## src/rtl/mips_defs_pkg.sv

```systemverilog
// Shared MIPS EX-stage definitions: multiply/divide op encodings and sequencer FSM states.
package mips_defs;

  typedef enum logic [1:0] {
    OP_MULTU = 2'd0,
    OP_MULT  = 2'd1,
    OP_DIVU  = 2'd2,
    OP_DIV   = 2'd3
  } muldiv_op_e;

  typedef enum logic [1:0] {
    ST_IDLE = 2'd0,
    ST_RUN  = 2'd1,
    ST_DONE = 2'd2
  } md_state_e;

  // Bit 1 of the encoding selects divide, bit 0 selects the signed variant.
  function automatic logic op_is_div(input logic [1:0] op);
    return op[1];
  endfunction

  function automatic logic op_is_signed(input logic [1:0] op);
    return op[0];
  endfunction

endpackage

```

## src/rtl/muldiv_step.sv

```systemverilog
// One radix-2 iteration on the {acc, q} pair: shift-add for multiply, trial-subtract for divide.
module muldiv_step #(
  parameter int WIDTH = 32
) (
  input  logic             is_div,
  input  logic [WIDTH-1:0] acc,
  input  logic [WIDTH-1:0] q,
  input  logic [WIDTH-1:0] m,
  output logic [WIDTH-1:0] acc_next,
  output logic [WIDTH-1:0] q_next
);

  logic [WIDTH:0] sum;
  logic [WIDTH:0] shifted;
  logic [WIDTH:0] diff;

  always_comb begin
    sum      = {1'b0, acc} + {1'b0, m};
    shifted  = {acc, q[WIDTH-1]};
    diff     = shifted - {1'b0, m};
    acc_next = acc;
    q_next   = q;
    if (!is_div) begin
      // Multiplier bits retire from q[0]; product bits shift in from the top.
      if (q[0]) {acc_next, q_next} = {sum, q[WIDTH-1:1]};
      else      {acc_next, q_next} = {1'b0, acc, q[WIDTH-1:1]};
    end else if (!diff[WIDTH]) begin
      acc_next = diff[WIDTH-1:0];
      q_next   = {q[WIDTH-2:0], 1'b1};
    end else begin
      acc_next = shifted[WIDTH-1:0];
      q_next   = {q[WIDTH-2:0], 1'b0};
    end
  end

endmodule

```

## src/rtl/muldiv_sequencer.sv

```systemverilog
// Iterative multiply/divide unit owning HI/LO; runs WIDTH iterations per op and requests
// pipeline stalls while an op is in flight and the EX stage needs the unit or HI/LO.
module muldiv_sequencer
  import mips_defs::*;
#(
  parameter int WIDTH = 32
) (
  input  logic             clock,
  input  logic             reset,
  input  logic             ctrl_start,
  input  logic [1:0]       ctrl_muldiv_op,
  input  logic             ctrl_hilo_read,
  input  logic             ctrl_flush,
  input  logic [WIDTH-1:0] rs_data,
  input  logic [WIDTH-1:0] rt_data,
  output logic             busy,
  output logic             done,
  output logic             stall_req,
  output logic             div_by_zero,
  output logic [WIDTH-1:0] hi,
  output logic [WIDTH-1:0] lo
);

  localparam int CW = $clog2(WIDTH);

  md_state_e          state, state_next;
  muldiv_op_e         op_q;
  logic [CW-1:0]      count;
  logic [WIDTH-1:0]   acc, q, m;
  logic [WIDTH-1:0]   acc_step, q_step;
  logic               neg_lo, neg_hi;
  logic               accept, start_div, start_signed, start_div0;
  logic [WIDTH-1:0]   rs_mag, rt_mag;
  logic [2*WIDTH-1:0] prod, prod_neg;

  // Handshake: an op is taken only when IDLE sees ctrl_start without ctrl_flush; while busy
  // the requester is held by stall_req and its start is ignored until the unit is IDLE again.
  assign accept       = (state == ST_IDLE) && ctrl_start && !ctrl_flush;
  assign start_div    = op_is_div(ctrl_muldiv_op);
  assign start_signed = op_is_signed(ctrl_muldiv_op);
  assign start_div0   = start_div && (rt_data == '0);
  assign rs_mag       = (start_signed && rs_data[WIDTH-1]) ? -rs_data : rs_data;
  assign rt_mag       = (start_signed && rt_data[WIDTH-1]) ? -rt_data : rt_data;
  assign prod         = {acc, q};
  assign prod_neg     = -prod;
  assign stall_req    = busy && (ctrl_start || ctrl_hilo_read);

  muldiv_step #(.WIDTH(WIDTH)) u_step (
    .is_div   (op_is_div(op_q)),
    .acc      (acc),
    .q        (q),
    .m        (m),
    .acc_next (acc_step),
    .q_next   (q_step)
  );

  always_comb begin
    state_next = state;
    busy       = 1'b0;
    done       = 1'b0;
    case (state)
      ST_IDLE: if (accept) state_next = start_div0 ? ST_DONE : ST_RUN;
      ST_RUN: begin
        busy = 1'b1;
        if (count == CW'(WIDTH - 1)) state_next = ST_DONE;
      end
      ST_DONE: begin
        busy       = 1'b1;
        done       = !ctrl_flush;
        state_next = ST_IDLE;
      end
      default: state_next = ST_IDLE;
    endcase
    if (ctrl_flush) state_next = ST_IDLE;
  end

  always_ff @(posedge clock) begin
    if (reset) begin
      state       <= ST_IDLE;
      op_q        <= OP_MULTU;
      count       <= '0;
      acc         <= '0;
      q           <= '0;
      m           <= '0;
      neg_lo      <= 1'b0;
      neg_hi      <= 1'b0;
      div_by_zero <= 1'b0;
      hi          <= '0;
      lo          <= '0;
    end else begin
      state <= state_next;
      case (state)
        ST_IDLE: if (accept) begin
          op_q        <= muldiv_op_e'(ctrl_muldiv_op);
          count       <= '0;
          div_by_zero <= start_div0;
          if (start_div0) begin
            // Preload the divide-by-zero result so DONE writes it with no sign fixup.
            acc    <= rs_data;
            q      <= '1;
            m      <= rt_data;
            neg_lo <= 1'b0;
            neg_hi <= 1'b0;
          end else begin
            acc    <= '0;
            q      <= start_div ? rs_mag : rt_mag;
            m      <= start_div ? rt_mag : rs_mag;
            neg_lo <= start_signed && (rs_data[WIDTH-1] ^ rt_data[WIDTH-1]);
            neg_hi <= start_signed && rs_data[WIDTH-1];
          end
        end
        ST_RUN: begin
          acc   <= acc_step;
          q     <= q_step;
          count <= count + CW'(1);
        end
        ST_DONE: if (!ctrl_flush) begin
          if (!op_is_div(op_q)) begin
            {hi, lo} <= neg_lo ? prod_neg : prod;
          end else begin
            hi <= neg_hi ? -acc : acc;
            lo <= neg_lo ? -q : q;
          end
        end
        default: ;
      endcase
    end
  end

endmodule

```

## config.mk

```make
export PLATFORM = sky130hd
export DESIGN_NAME = muldiv_sequencer
export DESIGN_NICKNAME = d
export VERILOG_FILES = /design/src/rtl/mips_defs_pkg.sv /design/src/rtl/muldiv_step.sv /design/src/rtl/muldiv_sequencer.sv
export SDC_FILE = /design/constraint.sdc
export NUM_CORES = 1
export LEC_CHECK = 0
export ABC_CLOCK_PERIOD_IN_PS = 4800
export BUFFER_PORTS_ARGS = -buffer_cell sky130_fd_sc_hd__clkbuf_2
export CORE_MARGIN = 3
export CORE_UTILIZATION = 62
export DETAILED_ROUTE_END_ITERATION = 7
export GPL_TIMING_DRIVEN = 0
export PLACE_DENSITY = 0.94
export SLEW_MARGIN = 20
export SYNTH_ARGS = -nofsm -noshare
export SYNTH_HDL_FRONTEND = slang
export SYNTH_HIERARCHICAL = 1
export SYNTH_SLANG_ARGS = --single-unit
export TNS_END_PERCENT = 1
```

## constraint.sdc

```tcl
create_clock -name clock -period 4.8 [get_ports clock]
set_clock_uncertainty 0.2 [all_clocks]
set_input_delay 1.2 -clock clock [delete_from_list [all_inputs] [get_ports clock]]
set_output_delay 1.2 -clock clock [all_outputs]
set_load 0.01 [all_outputs]
```

==> metrics.txt, run 1 <==
post-synthesis mux area share 6.802%; initial core utilization between 60% and 70%; worst rel slew slack 24.04%; Main synth FF type dfxtp_1; met2 Resource Use GR 69.02%; register bit total from synthesis about 170; Longest Clk Path Bufs 2; io pins 139; Worst path max stage delay 600 ps; Slew Viols, Final 0; Clk Tree Root Cell clkbuf_16; final worst setup slack -1.320 ps; Synth Warn # 6; grt met1 use ~57%; Distinct cells, synth 101; drt wl/cell 25.21 µm; DIE AREA 0.02664 mm²; ant diodes 0; initial antenna violation count 0; area growth from synthesis to layout 11.18%; global route hottest layer met2; Slew @ Worst Pin 1132 ps; Arr. time, crit path a little under 5000 ps; CP max stage cell a2111oi_1; Port Buffer Count 133; Layout Nets 2297; DR iter-0 viols 2687; first-pass iteration count of the detailed router 8; main area contributors after synthesis dfxtp_1 22%, ha_1 6.0%, a21oi_1 4.9%; gp weighted congestion 1.061; main combinational cell family by area after synthesis compound AO/OA/AOI/OAI gates; commonest cells in the netlist 177 x nor2_1, 171 x dfxtp_1, 150 x a21oi_1; Die Y between 150 and 200 µm; met3 Usage GRT between 10% and 20%; core footprint 0.02389 mm²; power per cell area 296.6 mW/mm²; Synth Area in Adders 6.222%; Total Wirelength 62610 µm; CTS tree done; most common cell in the netlist nor2_1; xor/xnor share of the synthesized area 8.746%; Setup CP Type register to register; max_cap viols 0; Vias 17580; Util after Layout 71.30%; Sink Count 171; Worst-Skew Late Latency 440 ps; H-tree levels 4; syn_nets about 2100; Syn Area/Cell about 7.7 µm²; global-route wire length before repair 92960 µm; All-Layer GR Usage between 40% and 50%; Worst setup SP type register; fmax 208.3 MHz; Netlist Area Pre-Place 0.01532 mm²; FP Rows 56; Hold Vio Cnt, Final 0; CP endpoint kind register; Post-synth EDFFs 0; simple-gate area share of the yosys netlist 22.11%; GR Overflow Total 0; Place WS -107.5 ps; Synth Area in Compound Gates between 20% and 30%; violated checks DRC, setup timing; DP HPWL 48310 µm; Leak between 6 and 7 nW; asr flop ratio synth 0%; Critical Path, Cell by Cell inv_1 > ha_1 > fa_1 > nand2b_1 > a21oi_2 > a2111oi_1 > o21a_1 > nor4_4 > o211ai_1 > mux2_4 > nor2_8 > buf_6 > mux2i_1 > a21oi_1 > a221oi_2 > a211oi_1; largest net degree at the start of global routing 20; register area share after synthesis 22.34%; vias per cell 7.078; Synth top area share 22.34%; Die X-Extent 163.2 µm; DRC viols 2; Cells after Synth about 2000; status finished with violations; total CTS buffers 17; unrepaired setup endpoints after global routing false; Final Cell Area 0.01704 mm²; Hold WC Path Type register to register; CP Max Fanout 10; dominant cell type by area after synthesis dfxtp_1; # setup viols final 1; Peak VDD IR 210.7 µV; share of the cycle needed by the critical path after routing 100.0%; share of cells above drive strength 1 between 10% and 20%; Routed Antenna Nets 0; vias in the first global route 16430; Placed Area approximately 0.016 mm²; Crit path required time just under 5000 ps; Min Clock Period, post-route 4801 ps; clk slew on worst S/H paths about 80 ps
state kept, by name (all words and copies together), names as in the netlist:
name and cells:
q 32, neg_lo 1, m 32, hi 32
count 5, div_by_zero 1, neg_hi 1, op_q 1
state 2, lo 32, acc 32
worst max-delay path: cells and delay by family (launching register included):
kind / cells / cell delay (ps)
muxes: 2 / 600
buffers and inverters: 2 / 440
AOI/OAI and AO/OA: 7 / 1960
DFF: 1 / 360
and+or+nand+nor: 3 / 450
adders and majority gates: 2 / 610
cell type report:
type	instances	area [µm²]
well taps	319	399.1
multi-input cells	1622	11040
plain buffers	134	613.1
clock inverters	14	166.4
fillers	2007	6858
repair buffers	137	695.7
flip-flops and latches	171	3426
inverters	68	255.2
clock buffers	18	439.2
power breakdown:
group	switching, mW	internal, mW
logic	1.19	0.744
registers	0.192	1.49
clock network	0.716	0.723
through the flow:
stage	power (mW)	setup TNS, ps	instances	hold WS [ps]
final	5.053	-1.320	2483	255.3
after detailed placement	3.515	-107.5	2447	242.7
after global routing	5.208	0	2483	271.7
after CTS	4.915	0	2479	252.8
after global placement	3.478	-35.72	2447	236.8
after floorplan	2.938	0	1995	234.9
cells by family after synthesis:
kind of cell / after synthesis
flip-flops: 171
XOR/XNOR: 153
multiplexers: 99
adder cells (fa/ha/maj): 75
buffers and inverters: 202
AO/OA/AOI/OAI: 638
AND/OR/NAND/NOR: 657
layout by cell type (no fill, tap or decap), types with 14 or more instances in the layout:
cell / n
nor2_1: 177
dfxtp_1: 169
a21oi_1: 150
nand2_1: 145
clkbuf_2: 133
o21ai_0: 126
clkbuf_1: 99
xnor2_1: 83
nor3_1: 79
ha_1: 73
xor2_1: 70
inv_1: 66
mux2i_1: 60
a211oi_1: 56
nand3_1: 44
a31oi_1: 39
a221oi_1: 35
mux2_2: 35
nand2b_1: 29
a21o_1: 28
nor2b_1: 28
o31ai_1: 23
nand4_1: 22
or4_1: 19
or3_1: 18
clkbuf_16: 17
o41ai_1: 16
o211ai_1: 16
and3_1: 15
o21a_1: 15
nor4_1: 15
a22oi_1: 14
o221ai_1: 14
routing by layer:
| layer | wire length (µm) | vias up |
|---|---|---|
| li1 | - | 7750 |
| met1 | 23190 | 8119 |
| met2 | 26590 | 1378 |
| met3 | 8189 | 328 |
| met4 | 4629 | 0 |
| met5 | 0 | - |
final timing paths:
check | startpoint | endpoint | slack [ps] | depth (start not counted)
max reg2reg | q[31] | acc[21] | -1 | 16
max | q[31] | acc[21] | -1 | 16
min reg2reg | hi[13] | hi[13] | 260 | 2
min | hi[13] | hi[13] | 260 | 2
repair_timing:
action,in CTS,in global routing
resized for setup,1,3
pin swaps,0,3
setup endpoints to repair,1,14
hold buffers,0,0
buffers inserted,0,4
No activity file was read; power rests on OpenSTA's default activity.
==> run 2: changes to the inputs <==
--- a/config.mk
+++ b/config.mk
@@ -7,6 +7,7 @@
 export LEC_CHECK = 0
 export ABC_CLOCK_PERIOD_IN_PS = 4800
 export BUFFER_PORTS_ARGS = -buffer_cell sky130_fd_sc_hd__clkbuf_2
+export CORE_ASPECT_RATIO = 1.25
 export CORE_MARGIN = 3
 export CORE_UTILIZATION = 62
 export DETAILED_ROUTE_END_ITERATION = 7
==> run 2 against run 1 <==
  * Clock power barely moved
  * Worst setup slack gained 130 ps
  * Sequential power about the same
  * First-iteration DRC count is 13% lower
  * The flow now finishes without violations
  * Via count down 1.2%
  * Combinational power fell by 2%
  * Die area barely moved
  * Global-route usage is 0.88 points lower
  * Critical path depth is 2 lower
  * Cell count is 0.24% higher
==> metrics.txt, run 2 (synthesized netlist as in run 1, its figures left out) <==
status complete, no violations; Util after Layout between 70% and 80%; total power 4.985 mW; Clk Tree Root Cell clkbuf_16; largest net degree at the start of global routing 18; gp weighted congestion 1.102; CTS tree done; Hold WC Path Type register to register; area growth from synthesis to layout 11.02%; initial core utilization 63.73%; total CTS buffers 17; Layout Cells excl Fill 2489; Sink Count 171; H-tree levels 4; Critical Path, Cell by Cell ha_1 > nand2b_1 > a21oi_2 > a2111oi_1 > o21a_1 > nor4_4 > o211ai_1 > mux2_4 > nor2_8 > buf_6 > mux2i_1 > a21oi_1 > a221oi_2 > a211oi_1; Leak 6.858 nW; Worst path max stage delay 660 ps; share of cells above drive strength 1 12.86%; most frequent cells in the layout 177 x nor2_1, 167 x dfxtp_1, 150 x a21oi_1; vias in the first global route 16270; multi-input logic area 0.01104 mm²; fill count roughly 2000; core footprint about 0.024 mm²; Longest Clk Path Bufs 2; Slew @ Worst Pin 1073 ps; global-route wire length before repair 93340 µm; Total Wirelength 61410 µm; drt wl/cell 24.67 µm; Vias 17370; Slew Viols, Final 0; vias per cell 6.979; DIE AREA 0.02665 mm²; initial antenna violation count 2; worst rel slew slack 27.78%; clk slew on worst S/H paths approximately 70 ps; Fin Setup TNS 0 ps; Hold Vio Cnt, Final 0; dpl cells 2453; Worst-Skew Late Latency 440 ps; Crit path required time 4900 ps; Peak VDD IR 257.3 µV; DRC viols 0; Worst R2R Start acc[1]; unrepaired setup endpoints after global routing false; CP startpoint acc[1]; Final Cell Area 0.01701 mm²; commonest non-fill, non-tap cell in the layout nor2_1; io pins 139; # setup viols final 0; first-pass iteration count of the detailed router 8; Arr. time, crit path roughly 4800 ps; Placed Area 0.01639 mm²; Setup CP Type register to register; max_cap viols 0; Die Y 181.8 µm; CP endpoint kind register; Register Area 0.003428 mm²; Post-CTS Hold Fix Bufs 0; Port Buffer Count 133; GR Overflow Total 0; Die X-Extent 146.6 µm; CP Max Fanout 11; All-Layer GR Usage 44.48%; worst hold start hi[30]; DR iter-0 viols 2351; Min Clock Period, post-route ~4700 ps; CP max stage cell dfxtp_1; fmax 214.0 MHz; FP Rows 63; power per cell area about 290 mW/mm²; Layout Nets 2294; Routed Antenna Nets 0; Worst setup SP type register; share of the cycle needed by the critical path after routing a little over nine tenths; DP HPWL 47560 µm
-- run 2: per-layer routing --
layer / routed length, µm / share of wire (%) / track usage, % / vias to the layer above
met5: 0 / 0 / 0 / -
met4: 5165 / 8.4 / 28.54 / 0
met3: 6974 / 11 / 10.16 / 331
met2: 26470 / 43 / 68.87 / 1246
met1: 22800 / 37 / 55.60 / 8044
li1: - / - / - / 7750
-- run 2: through the flow --
stage	setup WS [ps]	hold slack, ps
after floorplan	1061	234.9
after global placement	-47.47	233.7
after detailed placement	-23.94	243.3
after CTS	75.97	254.0
after global routing	28.63	271.0
final	126.6	247.5
-- run 2: worst paths after layout --
check	endpoint	slack (ps)	cells past startpoint
max	acc[21]	130	14
max reg2reg	acc[21]	130	14
min	hi[30]	250	2
min reg2reg	hi[30]	250	2
-- run 2: critical path, delay by kind of cell (launching register included) --
family                   cells  cell delay (ps)
adder cells (fa/ha/maj)      1              380
AO/OA/AOI/OAI                7             1980
multiplexers                 2              600
buffers and inverters        1              240
flip-flops                   1              660
AND/OR/NAND/NOR              3              460
-- run 2: power by group --
group	internal (mW)	switching, mW	total [mW]
clock	0.752	0.665	1.42
combinational	0.726	1.16	1.89
sequential	1.49	0.186	1.68
-- run 2: repair_timing --
action	in CTS	in global routing
gates resized for setup	1	4
setup buffers	0	1
pin swaps	0	3
endpoints found under the setup margin	1	20
-- run 2: layout make-up --
cell class,instances,area share (%)
diodes,3,0.04413
clock inverters,13,0.8679
well taps,325,2.390
inverters,68,1.500
flip-flops and latches,171,20.15
multi-input cells,1622,64.88
plain buffers,134,3.604
clock buffers,19,2.604
repair buffers,134,3.957
